`config.mk`:
```
export PLATFORM = sky130hd
export DESIGN_NAME = maze_map_rom
export DESIGN_NICKNAME = d
export VERILOG_FILES = /design/src/rtl/maze_map_pkg.sv /design/src/rtl/maze_map_port.sv /design/src/rtl/maze_map_rom.sv
export SDC_FILE = /design/constraint.sdc
export NUM_CORES = 1
export LEC_CHECK = 0
export BUFFER_PORTS_ARGS = -buffer_cell sky130_fd_sc_hd__buf_2
export CAP_MARGIN = 20
export CORE_MARGIN = 5
export CORE_UTILIZATION = 41
export DETAILED_ROUTE_END_ITERATION = 8
export GPL_TIMING_DRIVEN = 0
export PLACE_DENSITY = 0.71
export SLEW_MARGIN = 20
export SYNTH_ARGS = -nofsm -noshare
export SYNTH_HDL_FRONTEND = slang
export SYNTH_SLANG_ARGS = --single-unit
```
`constraint.sdc`:
```
create_clock -name clk -period 1.6 [get_ports clk]
set_clock_uncertainty 0.15 [all_clocks]
set_input_delay 0.4 -clock clk [delete_from_list [all_inputs] [get_ports clk]]
set_output_delay 0.4 -clock clk [all_outputs]
set_load 0.01 [all_outputs]
```
`src/rtl/maze_map_pkg.sv`:
```
// Shared constants for the maze world store: screen geometry, tile geometry,
// colours and the fixed wall/path layout (1 = wall, 0 = path).
package maze_map_pkg;

   localparam int SCREEN_W   = 640;
   localparam int SCREEN_H   = 480;
   localparam int ADDR_W     = 10;
   localparam int TILE_SHIFT = 4;
   localparam int MAP_COLS   = SCREEN_W >> TILE_SHIFT;
   localparam int MAP_ROWS   = SCREEN_H >> TILE_SHIFT;

   localparam logic [ADDR_W-1:0] COL_LIMIT = ADDR_W'(SCREEN_W);
   localparam logic [ADDR_W-1:0] ROW_LIMIT = ADDR_W'(SCREEN_H);

   localparam logic [7:0] PATH_PX = 8'hBF;
   localparam logic [7:0] WALL_PX = 8'h49;
   localparam logic [7:0] GOAL_PX = 8'hE0;
   localparam int         GOAL_COL = 1;
   localparam int         GOAL_ROW = 1;

   // Row patterns, read left to right as tile column 0..39.
   localparam logic [0:MAP_COLS-1] ROW_WALL  = 40'b1111111111_1111111111_1111111111_1111111111;
   localparam logic [0:MAP_COLS-1] ROW_OPEN  = 40'b1000000000_0000000000_0000000000_0000000001;
   localparam logic [0:MAP_COLS-1] ROW_GAP_A = 40'b1011111111_1111011111_1111111110_1111111101;
   localparam logic [0:MAP_COLS-1] ROW_GAP_B = 40'b1111110111_1111111111_0111111111_1110111111;

   localparam logic [0:MAP_COLS-1] MAP_LAYOUT [0:MAP_ROWS-1] = '{
      ROW_WALL,   //  0
      ROW_OPEN,   //  1
      ROW_GAP_A,  //  2
      ROW_OPEN,   //  3
      ROW_GAP_B,  //  4
      ROW_OPEN,   //  5
      ROW_GAP_A,  //  6
      ROW_OPEN,   //  7
      ROW_GAP_B,  //  8
      ROW_OPEN,   //  9
      ROW_GAP_A,  // 10
      ROW_OPEN,   // 11
      ROW_GAP_B,  // 12
      ROW_OPEN,   // 13
      ROW_GAP_A,  // 14
      ROW_OPEN,   // 15: ball start corridor
      ROW_GAP_B,  // 16
      ROW_OPEN,   // 17
      ROW_GAP_A,  // 18
      ROW_OPEN,   // 19
      ROW_GAP_B,  // 20
      ROW_OPEN,   // 21
      ROW_GAP_A,  // 22
      ROW_OPEN,   // 23
      ROW_GAP_B,  // 24
      ROW_OPEN,   // 25
      ROW_GAP_A,  // 26
      ROW_OPEN,   // 27
      ROW_GAP_B,  // 28
      ROW_WALL    // 29
   };

endpackage

```
`src/rtl/maze_map_port.sv`:
```
// One 2-stage lookup pipeline: pixel address in, tile colour out.
// Stage 1 registers tile index and out-of-range flag; stage 2 registers colour.
module maze_map_port #(
   parameter int         TILE_SHIFT = maze_map_pkg::TILE_SHIFT,
   parameter int         MAP_COLS   = maze_map_pkg::MAP_COLS,
   parameter int         MAP_ROWS   = maze_map_pkg::MAP_ROWS,
   parameter logic [7:0] PATH_PX    = maze_map_pkg::PATH_PX,
   parameter logic [7:0] WALL_PX    = maze_map_pkg::WALL_PX,
   parameter bit         GOAL_EN    = 1'b0,
   parameter int         GOAL_COL   = maze_map_pkg::GOAL_COL,
   parameter int         GOAL_ROW   = maze_map_pkg::GOAL_ROW,
   parameter logic [7:0] GOAL_PX    = maze_map_pkg::GOAL_PX
) (
   input  logic       clk,
   input  logic       reset,
   input  logic [9:0] col_addr,
   input  logic [9:0] row_addr,
   output logic [7:0] px
);
   import maze_map_pkg::*;

   localparam int COL_W = $clog2(MAP_COLS);
   localparam int ROW_W = $clog2(MAP_ROWS);
   localparam logic [COL_W-1:0] GOAL_C = COL_W'(GOAL_COL);
   localparam logic [ROW_W-1:0] GOAL_R = ROW_W'(GOAL_ROW);

   logic             s1_valid;
   logic             s1_oor;
   logic [COL_W-1:0] s1_col;
   logic [ROW_W-1:0] s1_row;
   logic [7:0]       tile_px;

   // NOTE: the out-of-range test runs first, so a truncated row index beyond
   // the layout is never the selected source.
   always_comb begin
      tile_px = PATH_PX;
      if (!s1_valid)
         tile_px = 8'h00;
      else if (s1_oor)
         tile_px = WALL_PX;
      else if (GOAL_EN && (s1_col == GOAL_C) && (s1_row == GOAL_R))
         tile_px = GOAL_PX;
      else if (MAP_LAYOUT[s1_row][s1_col])
         tile_px = WALL_PX;
   end

   // NOTE: sequential state uses non-blocking assignments so both stages
   // advance together on the same edge.
   always_ff @(posedge clk) begin
      if (!reset) begin
         s1_valid <= 1'b0;
         s1_oor   <= 1'b0;
         s1_col   <= '0;
         s1_row   <= '0;
         px       <= 8'h00;
      end else begin
         s1_valid <= 1'b1;
         s1_oor   <= (col_addr >= COL_LIMIT) || (row_addr >= ROW_LIMIT);
         s1_col   <= col_addr[TILE_SHIFT +: COL_W];
         s1_row   <= row_addr[TILE_SHIFT +: ROW_W];
         px       <= tile_px;
      end
   end

endmodule

```
`src/rtl/maze_map_rom.sv`:
```
// Read-only maze world store with two independent 2-cycle read ports.
// Optional macro MAP_GOAL_EN: goal tile returns GOAL_PX on both ports.
module maze_map_rom #(
   parameter int         TILE_SHIFT = maze_map_pkg::TILE_SHIFT,
   parameter int         MAP_COLS   = maze_map_pkg::MAP_COLS,
   parameter int         MAP_ROWS   = maze_map_pkg::MAP_ROWS,
   parameter logic [7:0] PATH_PX    = maze_map_pkg::PATH_PX,
   parameter logic [7:0] WALL_PX    = maze_map_pkg::WALL_PX,
   parameter int         GOAL_COL   = maze_map_pkg::GOAL_COL,
   parameter int         GOAL_ROW   = maze_map_pkg::GOAL_ROW,
   parameter logic [7:0] GOAL_PX    = maze_map_pkg::GOAL_PX
) (
   input  logic       clk,
   input  logic       reset,
   input  logic [9:0] a_col_addr,
   input  logic [9:0] a_row_addr,
   output logic [7:0] a_out,
   input  logic [9:0] b_col_addr,
   input  logic [9:0] b_row_addr,
   output logic [7:0] b_out
);

`ifdef MAP_GOAL_EN
   localparam bit GOAL_EN = 1'b1;
`else
   localparam bit GOAL_EN = 1'b0;
`endif

   maze_map_port #(
      .TILE_SHIFT (TILE_SHIFT),
      .MAP_COLS   (MAP_COLS),
      .MAP_ROWS   (MAP_ROWS),
      .PATH_PX    (PATH_PX),
      .WALL_PX    (WALL_PX),
      .GOAL_EN    (GOAL_EN),
      .GOAL_COL   (GOAL_COL),
      .GOAL_ROW   (GOAL_ROW),
      .GOAL_PX    (GOAL_PX)
   ) u_port_a (
      .clk      (clk),
      .reset    (reset),
      .col_addr (a_col_addr),
      .row_addr (a_row_addr),
      .px       (a_out)
   );

   maze_map_port #(
      .TILE_SHIFT (TILE_SHIFT),
      .MAP_COLS   (MAP_COLS),
      .MAP_ROWS   (MAP_ROWS),
      .PATH_PX    (PATH_PX),
      .WALL_PX    (WALL_PX),
      .GOAL_EN    (GOAL_EN),
      .GOAL_COL   (GOAL_COL),
      .GOAL_ROW   (GOAL_ROW),
      .GOAL_PX    (GOAL_PX)
   ) u_port_b (
      .clk      (clk),
      .reset    (reset),
      .col_addr (b_col_addr),
      .row_addr (b_row_addr),
      .px       (b_out)
   );

endmodule

```
==> metrics.cfg <==
[outcome]
outcome=finished, violations left
violations=negative setup slack

[floorplanning]
initial_core_util_pct=42.1
die_y_um=65.8
core_sq_um=3030
die-area_sq_um=4330
ioPinCount=58
rows=20
die_w_um=65.8

[clock_network]
cts.path.max_buffers=2
root_buffer=clkbuf_4
numCtsBuffers=5
postCtsHoldBufs=0
cts_sinks=30
clk_latency_ns=0.32
tritoncts=yes
cts_max_level=2
clkTransAtPathRegs_ns=0.09

[critical_path]
end_kind=flop
cp-start-kind=flop
timing.rr.end=u_port_a.px[5]$_SDFF_PP0_
r2r_cells=5
worst_ep_arrival_time_ns=1.80
cp_max_fo=3
cp_slowest_cell=a221o_1
criticalPathCategory=flop to flop
cp_slowest_stage_delay_ns=0.35
reg2reg_from=u_port_a.s1_col[3]$_SDFF_PN0_
reg2reg_setup_slack_ns=-0.12
required_ns=1.68
crit_chain=and2b_1, a21boi_2, a21bo_2, a221o_1, and3_1

[power]
p_switching_mw=0.380
fin_total_pwr_mw=1.50
p_leak_nw=0.789
seq_power_share_pct=55.0
ir_worst_vdd_uv=617
switching_share_pct=25.2
pwr-share-comb_pct=14.5
clkPwrFrac_pct=30.5
p_int_mw=1.12
p_per_area_nw_per_um2=872

[job]
maxCapViolCount=0

[min_path]
timing.hold.worst_endpoint=u_port_a.s1_col[1]$_SDFF_PN0_
holdPathStages=2
hp-start=a_col_addr[5]
min_path_type=primary input to flop

[place]
post-place-ws_ns=-0.172
port_buffers=41
dp.cells=217
dp_hpwl_mm=2.07
routabilityCongestion=0.779

[route]
ant_nets=0
drt_pre_antenna_iters=4
num_vias=1144
routed_wirelength_mm=2.89
wl_per_cell_um=12.5
vias_per_cell=4.93
drtIter0Drc=41
drc_errors=0

[sta]
timing.slew.headroom_pct=74.4
fin_crit_ns=1.72
max_freq_mhz=583
finalCritPeriodShare_pct=107
whs_ns=0.120
hold_viol_final=0
tightest_slew_ns=0.383
rsz0062_at_grt=yes
drv_slew=0
setup_viol=4
layout_setup_ws_ns=-0.116

[synth]
synth.avg_cell_area_sq_um=9.67
synth-seq-cells=30
yosysTopAreaCellShare_pct=47.1
yosys_warnings=0
netlist.top_cell.by_area=dfxtp_1
netlist_instances=132
ys_types=38
yosysSeqAreaShare_pct=47.1
synthTopCellsByArea=dfxtp_1, and2_1, buf_4, a21oi_1, nor2_1
synth_area_sq_um=1280
synth_nets=174

[finish]
drive_gt1_share_pct=46.8
nNetsFinal=229
insertedDiodeCount=0
area_growth_pct=35.1
num-fill-cells=272
final_common_cell=buf_2
instances_no_fill=232
layout_common_cells=buf_2, and2_1, dfxtp_1, buf_4, nor2_1

[grt]
grt_pass1_vias=1124
antenna_found_initial=0
grt_max_degree=11
grt_first_pass_wirelength_mm=4.82
overflow=0
grtUsageTotal_pct=14.5

-- cell usage after synthesis, drive strengths merged --
cell type,count
a221oi,1
dfxtp,30
o221ai,1
buf,12
a221o,1
inv,1
and4b,1
o2bb2ai,1
or4b,1
and2,23
nor4b,1
a22oi,1
nand3,1
nor2b,2
o211a,1
a21oi,6
a21boi,3
nand4,3
o21a,2
a31oi,1
nor3,1
nor3b,3
and3,2
o32ai,2
nand4b,1
o21ai,3
a211oi,1
a311o,1
a311oi,3
and2b,1
clkbuf,2
nand2,5
o31ai,1
a21bo,1
nand2b,4
xnor2,1
nor2,7
-- kinds of logic (layout without fill, tap and decap cells) --
logic type / Yosys count / in the layout / synth area share, %
flip-flops: 30 / 30 / 47.1
AO/OA/AOI/OAI: 30 / 30 / 17.7
buffers and inverters: 15 / 71 / 8.24
XOR/XNOR: 1 / 1 / 0.686
AND/OR/NAND/NOR: 56 / 56 / 26.3
-- per-stage QoR --
step,area [sq um],setup TNS [ns],utilization [%]
finish,1720,-0.249,56.9
global route,1720,-0.526,56.9
detailed placement,1540,-0.580,50.8
global placement,1540,-0.440,50.8
CTS,1690,-0.211,55.7
floorplan,1280,-0.131,-
-- power by group through the flow --
stage	Clock, mW	Sequential, mW	Combinational [mW]
floorplan	0	0.837	0.117
CTS	0.467	0.826	0.213
global placement	0	0.841	0.182
detailed placement	0	0.844	0.191
global route	0.509	0.834	0.239
finish	0.458	0.828	0.218
-- what timing repair did --
| item | CTS | global route |
|---|---|---|
| setup endpoints to repair | 4 | 4 |
| pin swaps | 9 | 1 |
| setup buffers | 7 | 1 |
| resized for setup | 19 | 6 |
-- layer usage --
layer	GRT usage [%]	share of wire [%]	vias to the layer above
li1	-	-	569
met1	15.9	44	522
met2	25.0	47	47
met3	3.91	7.2	6
met4	8.03	2.0	0
met5	0	0	-
-- state kept, by name (all words and copies together) (netlist names) --
name and count:
u_port_a.s1_row 5, u_port_b.s1_valid 1, u_port_a.px 3, u_port_b.s1_row 5
u_port_b.px 2, u_port_a.s1_oor 1, u_port_a.s1_col 6, u_port_b.s1_col 6
u_port_b.s1_oor 1
-- layout make-up --
type | instances | area (sq um) | share of cell area, %
well taps | 44 | 55.1 | 3.19
flip-flops and latches | 30 | 623 | 36.1
clock buffers | 7 | 55.1 | 3.19
repair buffers | 49 | 265 | 15.4
clock inverters | 1 | 5.00 | 0.290
inverters | 1 | 3.75 | 0.218
plain buffers | 13 | 90.1 | 5.22
multi-input cells | 87 | 627 | 36.4
-- how the worst max path moves through the flow --
stage / startpoint / endpoint / slack [ns] / cells past startpoint
after CTS: u_port_a.s1_col[0]$_SDFF_PN0_ / u_port_a.px[5]$_SDFF_PP0_ / -0.08 / 5
after floorplan: u_port_b.s1_col[1]$_SDFF_PN0_ / u_port_b.px[5]$_SDFF_PP0_ / -0.05 / 6
after global placement: u_port_a.s1_row[1]$_SDFF_PN0_ / u_port_a.px[5]$_SDFF_PP0_ / -0.13 / 5
final: u_port_a.s1_col[3]$_SDFF_PN0_ / u_port_a.px[5]$_SDFF_PP0_ / -0.12 / 5
after global routing: u_port_a.s1_col[3]$_SDFF_PN0_ / u_port_a.px[5]$_SDFF_PP0_ / -0.17 / 5
after detailed placement: u_port_a.s1_row[4]$_SDFF_PN0_ / u_port_a.px[5]$_SDFF_PP0_ / -0.17 / 5
-- worst max-delay path, delay by kind of cell, from the launching register on --
family,cells,cell delay [ns]
flip-flops,1,0.33
AND/OR/NAND/NOR,2,0.39
AO/OA/AOI/OAI,3,0.76
Power figures use the tool's default switching activity.
